===== src/rtl/wb_arbiter.sv =====
// Register-file write-port arbiter: pipeline write-back has priority; long-latency results queue in a small FIFO.
// Latency 1 cycle to rf_*; ll_ready drops when the FIFO is full; pipe_stall forces a drain after STARVE_MAX blocked cycles. Optional WB_ARB_PERF_EN adds counters.
module wb_arbiter #(
    parameter int DEPTH      = 2,
    parameter int STARVE_MAX = 4
) (
    input  logic        Clock,
    input  logic        nReset,
    input  logic        pipe_valid,
    input  logic        pipe_Wreg,
    input  logic [4:0]  pipe_rd,
    input  logic [31:0] pipe_Wdata,
    output logic        pipe_stall,
    input  logic        ll_valid,
    output logic        ll_ready,
    input  logic [4:0]  ll_rd,
    input  logic [31:0] ll_Wdata,
    output logic        rf_we,
    output logic [4:0]  rf_rd,
    output logic [31:0] rf_Wdata,
    output logic [31:0] busy_mask
`ifdef WB_ARB_PERF_EN
    ,
    output logic [31:0] stall_cnt,
    output logic [31:0] ll_wr_cnt
`endif
);

    localparam int PW = (DEPTH > 1) ? $clog2(DEPTH) : 1;
    localparam int CW = $clog2(DEPTH + 1);
    localparam int SW = $clog2(STARVE_MAX + 1);

    logic [4:0]       rd_q  [DEPTH];
    logic [31:0]      dat_q [DEPTH];
    logic [DEPTH-1:0] vld_q;
    logic [PW-1:0]    rptr;
    logic [PW-1:0]    wptr;
    logic [CW-1:0]    count;
    logic [SW-1:0]    starve;

    logic pipe_wr;
    logic head_v;
    logic force_ll;
    logic grant_ll;
    logic grant_pipe;
    logic push;
    logic pop;

    function automatic logic [PW-1:0] next_ptr(input logic [PW-1:0] p);
        return (p == PW'(DEPTH - 1)) ? '0 : p + 1'b1;
    endfunction

    assign pipe_wr    = pipe_valid && pipe_Wreg && (pipe_rd != 5'd0);
    assign head_v     = (count != '0);
    assign force_ll   = head_v && (starve == SW'(STARVE_MAX));
    assign grant_ll   = force_ll || (!pipe_wr && head_v);
    assign grant_pipe = pipe_wr && !force_ll;
    assign pipe_stall = force_ll && pipe_wr;
    assign ll_ready   = (count < CW'(DEPTH));
    // rd 0 results complete the handshake but never occupy a slot.
    assign push       = ll_valid && ll_ready && (ll_rd != 5'd0);
    assign pop        = grant_ll;

    always_comb begin
        busy_mask = '0;
        for (int i = 0; i < DEPTH; i++) begin
            if (vld_q[i]) busy_mask[rd_q[i]] = 1'b1;
        end
    end

    always_ff @(posedge Clock) begin
        if (push) begin
            rd_q[wptr]  <= ll_rd;
            dat_q[wptr] <= ll_Wdata;
        end
    end

    always_ff @(posedge Clock or negedge nReset) begin
        if (!nReset) begin
            vld_q  <= '0;
            rptr   <= '0;
            wptr   <= '0;
            count  <= '0;
            starve <= '0;
        end else begin
            if (pop) begin
                vld_q[rptr] <= 1'b0;
                rptr        <= next_ptr(rptr);
            end
            if (push) begin
                vld_q[wptr] <= 1'b1;
                wptr        <= next_ptr(wptr);
            end
            case ({push, pop})
                2'b10:   count <= count + 1'b1;
                2'b01:   count <= count - 1'b1;
                default: count <= count;
            endcase
            if (pop || !head_v)
                starve <= '0;
            else if (grant_pipe && (starve != SW'(STARVE_MAX)))
                starve <= starve + 1'b1;
        end
    end

    always_ff @(posedge Clock or negedge nReset) begin
        if (!nReset) begin
            rf_we    <= 1'b0;
            rf_rd    <= '0;
            rf_Wdata <= '0;
        end else begin
            rf_we <= grant_ll || grant_pipe;
            if (grant_ll) begin
                rf_rd    <= rd_q[rptr];
                rf_Wdata <= dat_q[rptr];
            end else if (grant_pipe) begin
                rf_rd    <= pipe_rd;
                rf_Wdata <= pipe_Wdata;
            end
        end
    end

`ifdef WB_ARB_PERF_EN
    always_ff @(posedge Clock or negedge nReset) begin
        if (!nReset) begin
            stall_cnt <= '0;
            ll_wr_cnt <= '0;
        end else begin
            if (pipe_stall) stall_cnt <= stall_cnt + 32'd1;
            if (grant_ll)   ll_wr_cnt <= ll_wr_cnt + 32'd1;
        end
    end
`endif

endmodule


===== config.mk =====
export PLATFORM = sky130hd
export DESIGN_NAME = wb_arbiter
export DESIGN_NICKNAME = d
export VERILOG_FILES = /design/src/rtl/wb_arbiter.sv
export SDC_FILE = /design/constraint.sdc
export NUM_CORES = 1
export LEC_CHECK = 0
export ABC_CLOCK_PERIOD_IN_PS = 3000
export BUFFER_PORTS_ARGS = -buffer_cell sky130_fd_sc_hd__buf_4
export CORE_ASPECT_RATIO = 0.9
export CORE_MARGIN = 2
export CORE_UTILIZATION = 40
export DETAILED_ROUTE_END_ITERATION = 12
export HOLD_SLACK_MARGIN = 0.05
export SLEW_MARGIN = 40
export SYNTH_ARGS = -nofsm -noshare
export SYNTH_HDL_FRONTEND = slang
export SYNTH_SLANG_ARGS = --single-unit

===== constraint.sdc =====
create_clock -name Clock -period 3 [get_ports Clock]
set_input_delay 0.15 -clock Clock [delete_from_list [all_inputs] [get_ports Clock]]
set_output_delay 0.15 -clock Clock [all_outputs]
set_load 0.02 [all_outputs]

### Word level (Yosys, flattened, before mapping)

Memories as Yosys holds them, arrays and structs flattened.
Cells that the tools add are included.

| storage, ports and cells | value |
|---|---|
| register bits | 47 |
| RAM bits | 74 |
| bits of input ports | 79 |
| output and inout bits | 72 |
| logic and storage cells | 80 |
| memories | 2 |

Memories:

| name | depth | bits a word | rd ports | clocked after Yosys merged registers in | wr ports | RTL line | RTL |
|---|---|---|---|---|---|---|---|
| dat_q | 2 | 32 | 1 | 0 | 1 | 34 | `logic [31:0] dat_q [DEPTH];` |
| rd_q | 2 | 5 | 3 | 0 | 1 | 33 | `logic [4:0] rd_q [DEPTH];` |

| cells by class | value |
|---|---|
| add/sub/neg operators | 5 |
| $lt $le $gt $ge | 9 |
| eq/ne operators | 4 |
| multiplexer cells | 23 |
| bitwise operators | 4 |
| reduce and logical (&&, ||, !) cells | 25 |

Operator list:

| operator | number |
|---|---|
| $mux W32 | 4 |
| $or A32 B32 Y32 | 1 |
| $logic_and A1 B1 Y1 | 13 |
| $lt A5 B6 Y1 const B | 2 |
| $demux W1 S5 | 2 |
| $ge A5 B1 Y1 const B | 2 |
| $mux W5 | 2 |
| $reduce_bool A5 Y1 | 2 |
| $mux W1 | 8 |
| $reduce_bool A2 Y1 | 4 |
| $mux W3 | 2 |
| $lt A1 B2 Y1 const B | 2 |
| $mux W2 | 2 |
| $pmux W2 S2 | 1 |
| $add A3 B1 Y3 const B | 1 |
| $eq A3 B3 Y1 const B | 1 |
| $logic_not A1 Y1 | 3 |
| $logic_or A1 B1 Y1 | 3 |
| $ne A3 B3 Y1 const B | 1 |
| $add A1 B1 Y1 const B | 2 |
| $add A2 B1 Y2 const B | 1 |
| $and A2 B2 Y2 | 1 |
| $demux W1 S1 | 2 |
| $eq A2 B1 Y1 const B | 1 |
| 6 further kinds | 7 |

### Depth between registers and ports, before layout

| logic depth | value |
|---|---|
| depth after elaboration | 9 |
| mapped depth | 9 |

### Worst setup path before layout

Ideal clock, no wire load.

| timing | value |
|---|---|
| path type | flip-flop to flip-flop |
| from | register count[1] |
| to | memory dat_q[0][0] (enable) |
| setup time | 0.431 ns |
| data arrival time | 2.370 ns |
| path slack | 0.199 ns |
| stages on the path, launching flop included | 4 |
| period minus slack after synthesis | 2.801 ns |
| cell sequence | dfrtp_1 inv_1 o211ai_2 nor2_1 |

| between the ends | value |
|---|---|
| longest elaborated chain between the ends | 5 |

RTL lines:

| item | RTL line | RTL |
|---|---|---|
| start, declared | 38 | `logic [CW-1:0] count;` |
| start signal, assigned | 95 | `2'b10: count <= count + 1'b1;` |
| start signal, assigned | 96 | `2'b01: count <= count - 1'b1;` |
| start signal, assigned | 97 | `default: count <= count;` |
| $lt A2 B2 Y1 | 59 | `assign ll_ready = (count < CW'(DEPTH));` |
| via ll_ready | 15 | `output logic ll_ready,` |
| $logic_and A1 B1 Y1 (2 in a row) | 61 | `assign push = ll_valid && ll_ready && (ll_rd != 5'd0);` |
| $mux W1 | 72 | `if (push) begin` |
| $mux W1 (not written as such) | 74 | `dat_q[wptr] <= ll_Wdata;` |
| end, declared | 34 |  |

The timed path passes the listed nets, and every way through them passes these cells.

### Final worst setup path

| timing | value |
|---|---|
| from | register count[0] |
| to | output port pipe_stall |

| between the ends | value |
|---|---|
| longest elaborated chain between the ends | 3 |

RTL lines:

| item | RTL line | RTL |
|---|---|---|
| $reduce_bool A2 Y1 | 54 | `assign head_v = (count != '0);` |
| $logic_and A1 B1 Y1 | 55 | `assign force_ll = head_v && (starve == SW'(STARVE_MAX));` |
| $logic_and A1 B1 Y1 | 58 | `assign pipe_stall = force_ll && pipe_wr;` |
| end, declared | 13 | `output logic pipe_stall,` |

Every way passes these cells.

==> metrics <==
pwr/cell area=912 nW/um^2; main area contributors after synthesis=edfxtp_1 43%, dfrtp_1 23%, mux2i_1 7.4%, a221o_1 7.2%, o22ai_1 3.9%; Post-Route WL=around 13 mm; Slew HR=0.532; CP most frequent cell=buf_4; Cell Area, Synth=5150 sq um; Final TNS setup=0 ns; site row count=39; post-synth top area cell=edfxtp_1; Final ANT Viol Nets=0; status=completed; first-pass GRT wire length=21.4 mm; Synth Area per Inst=14.2 sq um; final count of negative-setup-slack endpoints=0; WHS Endpoint=wptr; 1st-pass router iterations=4; drc violations=0; Top delay family on crit path=simple AND/OR/NAND/NOR gates; initial antenna violation count=0; CTS Buffer Depth=2; DIE AREA=about 14000 sq um; Final nets=667; Ys Warns=0; Reg2Reg Setup Slack=a little over 1 ns; post_cts resized=0; Final Cycle Share=0.743; Slew Viols, Final=0; Clk Tree Root Cell=clkbuf_16; commonest cells after routing, fill and taps aside=154 x buf_4, 75 x dlygate4sd3_1, 74 x edfxtp_1; Clock Latency Late Sink=0.41 ns; max incr delay on CP=0.47 ns; Worst path slowest cell=or3_1; CTS Hold Buffers Added=75; number of port buffers=150; cts bufs inserted=17; Tot GR Track Use=0.204; final core utilization=0.617; #FFs+latches synth=121; worst r2r dst=count[1]; RR Startpoint=starve[0]; hold path depth=3; Layout area overhead=51.4%; die width=124 um; crit path kind=reg -> out; crit path launch type=register; Layout Skew=between 0.01 and 0.015 ns; post-DR wirelength/cell=17.6 um; nature of the critical path endpoint=output pin; commonest non-fill, non-tap cell in the layout=buf_4; Core Region=12600 sq um; Worst Hold Class=in -> reg; Syn Nets=445; H-tree Lvls=4; Crit path buffers/inverters=2; Hold Crit Start=ll_valid; total gr overflow=0; Seq/Total Area, Yosys=0.660; vias in the first global route=4226; 1st-iter DRT viols=246; Leakage=3.22 nW; max_cap viols=0; clk sink count=between 100 and 150; cells after synthesis=approximately 360; post-synthesis cell type count=30; Slew @ Worst Pin=0.702 ns; Final HPWL DP=8.40 mm; required time of the critical path=roughly 2.9 ns; fraction of layout cells with a size suffix above 1=0.331; RePlAce Congestion=0.773; r2r worst-path depth=8; share of the synthesized area in the top cell type=0.431; Via density=5.32; largest net degree at the start of global routing=48; I/O pin cnt=about 150; Antenna Cells=0; TritonCTS clock tree=yes; Vias=slightly above 4000; VDD IR max=0.682 mV; worst path arrival time=roughly 2.1 ns; Die Y=112 um; clock-pin slew on the worst setup and hold paths=0.05 ns; final hold viol count=0; initial core utilization=0.407; Fmax=449 MHz; number of setup buffers added after CTS=0; Period minus WS final=2.23 ns; Cell Chain, Critical Path=nor2_4 > buf_4 > or3_1 > nor2_1 > buf_4; RSZ-0062 raised after global routing=no; Max FO, Critical Path=31
[cell usage after synthesis, drive strengths merged]
master   n
a221oi   1
ha       3
edfxtp  74
inv      6
o21a     1
o22ai   32
nand2    7
nor4     1
or3      3
nand3b  10
and2     1
mux2i   38
or3b     4
dfrtp   47
o211ai   1
o21ai    4
or4      1
o31ai    1
xnor2    4
clkbuf  13
a221o   37
nor2    15
nor3    38
xor2     1
buf     15
nand3    4
nor3b    1
[worst register-to-register path, cell delays in order, from the launching register on]
cell and delay, ns:
dfrtp_1 0.38, inv_1 0.06, ha_1 0.25, a221oi_4 0.30, buf_4 0.25, nor2_1 0.09, ha_1 0.34, nor2_1 0.14
xnor2_1 0.12
[registers in the layout (all words and copies together) (netlist names)]
register / count
starve: 3
wptr: 1
rf_we: 1
vld_q: 2
rf_Wdata: 32
dat_q: 64
count: 2
rf_rd: 5
rd_q: 10
rptr: 1
[metal layers]
layer  vias up  GRT usage  routed length, um
met2       176      0.338               6680
met3        20     0.0543                861
met4         0     0.0705                150
li1       1892          -                  -
met5         -          0                  0
met1      1968      0.259               5710
[cells by family after synthesis]
kind of cell / Yosys count / share of synthesized area
compound gates: 77 / 0.124
mux: 38 / 0.0739
buf+inv: 34 / 0.0357
simple gates: 85 / 0.0904
flops: 121 / 0.660
xor+xnor: 5 / 0.00850
fa+ha+maj: 3 / 0.00729
[per-stage QoR]
stage | setup slack [ns] | std cells | hold WS [ns] | instance area, sq um | power (mW)
floorplan | 0.199 | 363 | -0.146 | 5150 | 4.07
global placement | 1.03 | 655 | 0.209 | 6430 | 4.92
detailed placement | 1.00 | 655 | 0.218 | 6430 | 4.96
CTS | 0.738 | 762 | 0.147 | 7790 | 7.15
global route | 0.656 | 762 | 0.153 | 7790 | 7.47
finish | 0.772 | 762 | 0.157 | 7790 | 7.11
[power breakdown]
part / leakage (nW) / switching [mW] / internal [mW]
Clock: 0.305 / 0.683 / 1.42
Sequential: 1.25 / 0.417 / 2.30
Combinational: 1.67 / 1.21 / 1.08
[how the worst max path moves through the flow]
stage / depth (start not counted) / endpoint / start / slack (ns)
floorplan: 3 / dat_q[0][0] / count[1] / 0.20
global placement: 5 / dat_q[0][5] / ll_rd[0] / 1.03
detailed placement: 4 / dat_q[0][18] / count[1] / 1.00
CTS: 5 / pipe_stall / count[0] / 0.74
global route: 5 / pipe_stall / count[0] / 0.66
finish: 5 / pipe_stall / count[0] / 0.77
[final cells by class]
cell class	count	area, sq um
timing repair buffer	231	1950
sequential	121	3400
clock inverter	10	149
clock buffer	22	464
multi-input combinational	208	1610
fill	941	4840
tap	164	205
inverter	6	22.5
Note: power is estimated with default switching activity, not from simulation.
